## config.mk

```make
export PLATFORM = sky130hd
export DESIGN_NAME = imem_fetch_ctrl
export DESIGN_NICKNAME = d
export VERILOG_FILES = /design/src/rtl/imem_fetch_ctrl.sv
export SDC_FILE = /design/constraint.sdc
export NUM_CORES = 1
export LEC_CHECK = 0
export ABC_AREA = 0
export CORE_AREA = 2 2 72 74
export DETAILED_ROUTE_END_ITERATION = 8
export DIE_AREA = 0 0 74 76
export PLACE_DENSITY = 0.82
export SYNTH_ARGS = -nofsm -noshare
export SYNTH_HDL_FRONTEND = slang
export SYNTH_SLANG_ARGS = --single-unit
```

## constraint.sdc

```tcl
create_clock -name clk -period 2.3 [get_ports clk]
set_clock_uncertainty 0.1 [all_clocks]
set_input_delay 0.69 -clock clk [delete_from_list [all_inputs] [get_ports clk]]
set_output_delay 0.69 -clock clk [all_outputs]
set_load 0.02 [all_outputs]
```

## src/rtl/imem_fetch_ctrl.sv

```systemverilog
// imem_fetch_ctrl: instruction fetch controller for a combinational imem.
// Presents pc on imem_addr, captures the returned word one cycle later into a
// single registered output slot with a valid/ready handshake, and supports
// branch redirects, a halt instruction and end-of-memory handling.
// Optional feature macro: IMEM_FETCH_WRAP_EN (wrap pc to 0 past the last word
// instead of halting with fault).
module imem_fetch_ctrl #(
  parameter int unsigned    N         = 16,
  parameter int unsigned    R         = 5,
  parameter logic [R-1:0]   RESET_PC  = '0,
  parameter logic [N-1:0]   HALT_WORD = 16'hFFFF
) (
  input  logic         clk,
  input  logic         reset,
  input  logic         start,
  output logic [R-1:0] imem_addr,
  input  logic [N-1:0] imem_rdata,
  output logic [N-1:0] instr,
  output logic [R-1:0] instr_pc,
  output logic         instr_valid,
  input  logic         instr_ready,
  input  logic         redirect_valid,
  input  logic [R-1:0] redirect_addr,
  output logic         halted,
  output logic         fault,
  output logic [15:0]  fetch_count
);

  typedef enum logic [1:0] {
    IDLE   = 2'd0,
    FETCH  = 2'd1,
    HALTED = 2'd2
  } state_t;

  localparam logic [R-1:0] LAST_PC = '1;

  state_t       state_q;
  logic [R-1:0] pc_q;
  logic [N-1:0] instr_q;
  logic [R-1:0] instr_pc_q;
  logic         instr_valid_q;
  logic         fault_q;
  logic [15:0]  fetch_count_q;
  logic [15:0]  fetch_count_d;

  logic handshake;
  logic slot_free;

  assign handshake = instr_valid_q & instr_ready;
  assign slot_free = ~instr_valid_q | handshake;

  // Count delivered words, sticking at all-ones instead of rolling over.
  always_comb begin
    fetch_count_d = fetch_count_q;
    if (handshake && (fetch_count_q != 16'hFFFF)) begin
      fetch_count_d = fetch_count_q + 16'd1;
    end
  end

  // Fetch state machine together with pc, the output slot and the fault flag.
  always_ff @(posedge clk or negedge reset) begin
    if (!reset) begin
      state_q       <= IDLE;
      pc_q          <= RESET_PC;
      instr_q       <= '0;
      instr_pc_q    <= '0;
      instr_valid_q <= 1'b0;
      fault_q       <= 1'b0;
      fetch_count_q <= '0;
    end else begin
      fetch_count_q <= fetch_count_d;
      case (state_q)
        IDLE: begin
          if (handshake) begin
            instr_valid_q <= 1'b0;
          end
          if (start) begin
            pc_q    <= RESET_PC;
            fault_q <= 1'b0;
            state_q <= FETCH;
          end
        end
        FETCH: begin
          if (redirect_valid) begin
            pc_q          <= redirect_addr;
            instr_valid_q <= 1'b0;
          end else if (slot_free) begin
            instr_q       <= imem_rdata;
            instr_pc_q    <= pc_q;
            instr_valid_q <= 1'b1;
            if (imem_rdata == HALT_WORD) begin
              state_q <= HALTED;
            end else if (pc_q == LAST_PC) begin
`ifdef IMEM_FETCH_WRAP_EN
              pc_q <= '0;
`else
              state_q <= HALTED;
              fault_q <= 1'b1;
`endif
            end else begin
              pc_q <= pc_q + 1'b1;
            end
          end
        end
        HALTED: begin
          if (handshake) begin
            instr_valid_q <= 1'b0;
          end
          if (start) begin
            pc_q    <= RESET_PC;
            fault_q <= 1'b0;
            state_q <= FETCH;
          end
        end
        default: begin
          state_q <= IDLE;
        end
      endcase
    end
  end

  assign imem_addr   = pc_q;
  assign instr       = instr_q;
  assign instr_pc    = instr_pc_q;
  assign instr_valid = instr_valid_q;
  assign halted      = (state_q == HALTED);
  assign fault       = fault_q;
  assign fetch_count = fetch_count_q;

endmodule
```

=== Word level (Yosys, flattened, before mapping) ===
Index checks and enable logic that the tools add are counted.

* Word-level logic and storage cells: 59
* Input port bits: 26
* Bits in registers: 46
* Output and inout bits: 45

* Mux-type cells: 22
* Reductions and logical operators: 9
* Bitwise gates (word level): 4
* Equality and inequality tests: 15
* $add $sub $neg: 2

{| class="wikitable"
|+ Operators with widths
! kind !! count
|-
| $mux 5 || 5
|-
| $add 16x1->16 const B || 1
|-
| $eq 16x16->1 const B || 1
|-
| $ne 16x16->1 const B || 1
|-
| $ne 3x3->1 const B || 4
|-
| $mux 2 || 5
|-
| $pmux 5 s2 || 1
|-
| $mux 1 || 8
|-
| $ne 2x2->1 const B || 4
|-
| $reduce_and 3->1 || 2
|-
| $reduce_and 6->1 || 1
|-
| $add 5x1->5 const B || 1
|-
| $eq 5x5->1 const B || 1
|-
| $reduce_and 5->1 || 1
|-
| $ne 2x1->1 const B || 2
|-
| $pmux 1 s2 || 2
|-
| $pmux 2 s2 || 1
|-
| $reduce_and 4->1 || 1
|-
| $eq 2x1->1 const B || 1
|-
| $eq 2x2->1 const B || 1
|-
| $logic_not 2->1 || 1
|-
| $not 1->1 || 2
|-
| $reduce_bool 2->1 || 1
|-
| $reduce_or 2->1 || 1
|-
| other kinds (3) || 3
|}

=== Logic depth before layout (Yosys ltp) ===
* Depth after elaboration: 6
* Depth in mapped cells: 8
* Mapped depth without buffers: 7

=== Worst setup path before layout ===
No wires, ideal clock.

* Path kind: register to register
* Start: register pc_q[0] (netlist: imem_addr[0])
* End: register pc_q[1] (netlist: imem_addr[1])
* Path buffers: 0
* Data required time: 2.075 ns
* Data arrival time: 1.850 ns
* Cell stages (with the launch flop): 8
* Library setup time: 0.125 ns
* Slack: 0.225 ns
* Clock period less this slack: 2.075 ns
* Cells stage by stage: dfrtp_1 -> ha_1 -> and3_1 -> ha_1 -> o21ai_0 -> nand2b_1 -> a22o_2 -> mux2_2

* Cells in the longest elaborated chain, start to end: 6
* Elaborated cells between the ends (all ways): 9
* Those cells by class: 1 x add/sub; 2 x eq/ne; 5 x mux; 1 x reduce/logical

{| class="wikitable"
|+ Ends and longest elaborated chain
! element !! RTL line !! source
|-
| start, declared || 38 || <nowiki>logic [R-1:0] pc_q;</nowiki>
|-
| start signal, assigned || 85 || <nowiki>pc_q <= redirect_addr;</nowiki>
|-
| start signal, assigned || 101 || <nowiki>pc_q <= pc_q + 1'b1;</nowiki>
|-
| $add 5x1->5 || 101 ||
|-
| $mux 5 || 93 || <nowiki>end else if (pc_q == LAST_PC) begin</nowiki>
|-
| $mux 5 || 91 || <nowiki>if (imem_rdata == HALT_WORD) begin</nowiki>
|-
| $mux 5 || 87 || <nowiki>end else if (slot_free) begin</nowiki>
|-
| $mux 5 || 84 || <nowiki>if (redirect_valid) begin</nowiki>
|-
| $pmux 5 s2 || 72 || <nowiki>case (state_q)</nowiki>
|}

Parallel ways exist; a longest one is shown, timed or not. The select of a mux whose other input is x is not followed.
A chain may end at the register's enable or synchronous reset.

=== Worst setup path in the final report ===
* Start: register pc_q[1] (netlist: imem_addr[1])
* End: output imem_addr[1]

{| class="wikitable"
|+ RTL lines
! element !! RTL line !! source
|-
| end, declared || 16 || <nowiki>output logic [R-1:0] imem_addr,</nowiki>
|}

No word-level cell between the ends.

==> results by group <==
Flow run
  • Maxcap violations: 0

Worst setup path
  • Arrival time of data at the critical path endpoint: 1.41 ns
  • Endpoint kind of the worst setup timing path: primary output
  • CP max stage cell: sky130_fd_sc_hd__clkdlybuf4s50_1
  • Worst path bufs/invs: 2
  • Type of origin of the critical path: flop
  • Family with the most delay on the worst path: buffers and inverters
  • CP Cell Sequence: buf_4 -> clkdlybuf4s50_1
  • Crit Path Max Fanout: 4
  • CP required: 1.51 ns
  • Worst Setup Path Type: flop to primary output
  • RR Startpoint: imem_addr[1]
  • Max incr delay on CP: 0.61 ns
  • Setup crit start: imem_addr[1]

Timing
  • Slew @ Worst Pin: 0.573 ns
  • Headroom to the max-slew limit: 61.8%
  • Tmin final: 2.20 ns
  • Post-route clock period utilization: 95.8%
  • Final setup slack of the worst path: 0.0971 ns
  • Final setup violation count: 0
  • Minimum hold slack: 0.360 ns
  • Setup repair after global routing missed its margin: false
  • Fmax achieved: 454 MHz
  • Setup total negative slack: 0 ns
  • Max Transition Viols Final: 0
  • Final number of hold-violating endpoints: 0

Power and ir drop
  • Switching power of the nets: 1350 uW
  • Logic gate share of total power: 49.3%
  • Worst ir drop on vdd: 0.000663 V
  • Leakage component of the power: 0.00147 uW
  • Int Power: 2170 uW
  • Clk pwr share: 13.1%
  • Proportion of power drawn by flip-flops and latches: 37.6%
  • Net switching share of the total power: 38.4%
  • Cell Pwr Density: 1120 nW/um2

Die
  • Die X: 74 um
  • Core region area: 4910 um2
  • Die Y: 76 um
  • I/O pin count: 71
  • Row Count: 26
  • Area enclosed by the die boundary: 5620 um2
  • Initial cell density of the core: 44.2%

Synthesis
  • Portion of the post-synthesis area used by sequential elements: 53.0%
  • Dominant cells by area after synthesis: sky130_fd_sc_hd__dfrtp_1, sky130_fd_sc_hd__nand2_1, sky130_fd_sc_hd__xnor2_1
  • Top cells by instance count after synthesis: sky130_fd_sc_hd__nand2_1, sky130_fd_sc_hd__dfrtp_1, sky130_fd_sc_hd__nor2_1
  • Number of enable flip-flop cells after synthesis: 0
  • Syn. warnings: 0
  • Post-synthesis instance area: 2170 um2
  • Top-area cell type share of the netlist area: 53.0%
  • Prevailing post-synth register cell: sky130_fd_sc_hd__dfrtp_1
  • Async set-reset flop share out of synthesis: 100%
  • Nets in the synthesized netlist: 248
  • Mean cell area of the mapped netlist: 9.91 um2
  • Number of flip-flops and latches in the synthesized netlist: 46
  • Synth Instances: 219
  • Number of library cell types mapped by synthesis: 38
  • Most frequent cell after synthesis: sky130_fd_sc_hd__nand2_1
  • Dominant cell type by area after synthesis: sky130_fd_sc_hd__dfrtp_1

Finish
  • Count of inserted antenna diode cells: 0
  • Non-filler instance count after layout: 377
  • Post-layout net count: 336
  • Post-route standard cell area excluding fillers: 3140 um2
  • Share of cells above drive strength 1: 12.4%
  • Area delta synth->final: 44.8%
  • Total of fill cells in the finished design: 410

Clock network
  • Depth of the CTS H-tree: 2
  • Clock insertion delay at the later pin of the skew report: 0.29 ns
  • Root Buffer: sky130_fd_sc_hd__clkbuf_8
  • Number of buffers added to fix hold violations after cts: 0
  • Maximum buffer depth of the clock tree: 2
  • Number of clock sinks seen by CTS: 46
  • Number of buffers added for setup after CTS: 0
  • Clk pin slew, worst setup/hold paths: 0.08 ns
  • TritonCTS clock tree: yes
  • Clock buffer count from CTS: 5

Global routing
  • Number of global-route vias before repair: 1792
  • Global routing met3 resource utilization: 5.03%
  • Global-route usage over all layers: 18.3%
  • Fraction of met1 tracks used by global routing: 23.7%
  • Busiest layer in global routing: met2
  • Number of antenna violations at the first check in global routing: 0
  • Global routing usage on met2: 29.4%
  • Overflow left after global routing: 0
  • Wire length of the first global-routing pass: 8.10 mm
  • Pin count of the biggest net entering global routing: 47

Place
  • Final weighted congestion in routability-driven placement: 0.845
  • Post-detailed-placement half-perimeter wirelength: 3.65 mm
  • Standard cell area after detailed placement: 3060 um2
  • Total placed cells including tap cells: 370
  • Port buffer count: 70
  • Post-placement setup slack: -0.216 ns

Drt
  • Initial drt markers: 76
  • Post-detailed-route wirelength per cell: 12.7 um
  • Via density: 4.80
  • Number of remaining DRC errors: 0
  • DR vias: 1810
  • Antenna-violating nets left: 0
  • Detailed Routing Iterations Pass 1: 4
  • Final WL: 4.79 mm

Outcome
  • Outcome: finished, final reports clean

Hold path
  • Hold/Removal Path Class: input pin to asynchronous set/reset pin
[final timing paths]
kind | slack, ns | endpoint | depth (start not counted)
max | 0.1 | imem_addr[1] | 2
min reg2reg | 0.38 | instr[12] | 2
min in group clk | 0.38 | instr[12] | 2
min | 0.36 | fetch_count[3] | 2
max in group asynchronous | 1.33 | fetch_count[9] | 2
max reg2reg | 0.26 | imem_addr[3] | 8
[layer usage]
| layer | up-vias | wire (um) |
|---|---|---|
| li1 | 918 | - |
| met2 | 48 | 2290 |
| met3 | 11 | 246 |
| met5 | - | 0 |
| met4 | 0 | 84 |
| met1 | 833 | 2170 |
[area by class of cell]
type | count | area, um2 | share of cell area [%]
inverters | 9 | 35.0 | 1.11
multi-input cells | 158 | 952 | 30.3
flip-flops and latches | 46 | 1150 | 36.7
well taps | 70 | 87.6 | 2.79
repair buffers | 87 | 837 | 26.6
clock inverters | 2 | 10.0 | 0.318
clock buffers | 5 | 68.8 | 2.19
[power by group through the flow]
stage / combinational (uW) / sequential [uW] / clock, uW
3_3_place_gp: 1720 / 1330 / 0
4_1_cts: 1760 / 1330 / 480
6_report: 1740 / 1320 / 462
3_5_place_dp: 1750 / 1340 / 0
2_1_floorplan: 549 / 1670 / 0
5_1_grt: 1880 / 1370 / 506
[registers in the layout, summed over array words and instances, names as in the netlist]
name and flops:
fault 1, fetch_count 16, imem_addr 5, instr 16, instr_pc 5, instr_valid 1, state_q 2
[cell usage in the layout (no fill, tap or decap), types with 4 or more instances in the layout]
cell type,synthesis,routed
sky130_fd_sc_hd__nor2_1,11,11
sky130_fd_sc_hd__clkbuf_8,0,5
sky130_fd_sc_hd__nand3_1,7,7
sky130_fd_sc_hd__nand4_1,7,7
sky130_fd_sc_hd__nor2b_1,4,4
sky130_fd_sc_hd__nand2_1,62,62
sky130_fd_sc_hd__buf_4,1,16
sky130_fd_sc_hd__a21oi_1,4,4
sky130_fd_sc_hd__o21ai_0,5,5
sky130_fd_sc_hd__mux2i_1,4,4
sky130_fd_sc_hd__xor2_1,4,4
sky130_fd_sc_hd__o211ai_1,4,4
sky130_fd_sc_hd__inv_1,8,8
sky130_fd_sc_hd__clkdlybuf4s50_1,0,67
sky130_fd_sc_hd__nand2b_1,4,4
sky130_fd_sc_hd__dfrtp_1,46,45
sky130_fd_sc_hd__xnor2_1,9,9
[worst reg2reg max path: stages, from the launching register on]
cell,delay [ns]
sky130_fd_sc_hd__dfrtp_1,0.40
sky130_fd_sc_hd__ha_1,0.21
sky130_fd_sc_hd__and3_1,0.19
sky130_fd_sc_hd__ha_1,0.21
sky130_fd_sc_hd__o21ai_0,0.18
sky130_fd_sc_hd__nand2b_1,0.07
sky130_fd_sc_hd__a22o_2,0.28
sky130_fd_sc_hd__buf_4,0.16
sky130_fd_sc_hd__mux2i_1,0.12
[what timing repair did]
item | CTS | global route
setup endpoints to repair | 1 | 2
hold endpoints to repair | 0 | 0
gates resized for setup | 1 | 2
[per-stage QoR]
stage	utilization (%)	total power, uW
after floorplan	-	2220
after global placement	62.3	3050
after detailed placement	62.3	3090
after CTS	63.9	3560
after global routing	64.0	3750
final	64.0	3520
[cells by family (layout without fill, tap and decap cells)]
logic type / Yosys count / in the layout / share of synthesized area (%)
flops: 46 / 46 / 53.0
buf+inv: 15 / 103 / 3.11
fa+ha+maj: 3 / 3 / 1.73
compound gates: 25 / 25 / 9.11
simple gates: 110 / 110 / 24.2
mux: 7 / 7 / 3.57
xor+xnor: 13 / 13 / 5.24
Note: power is estimated with default switching activity, not from simulation.
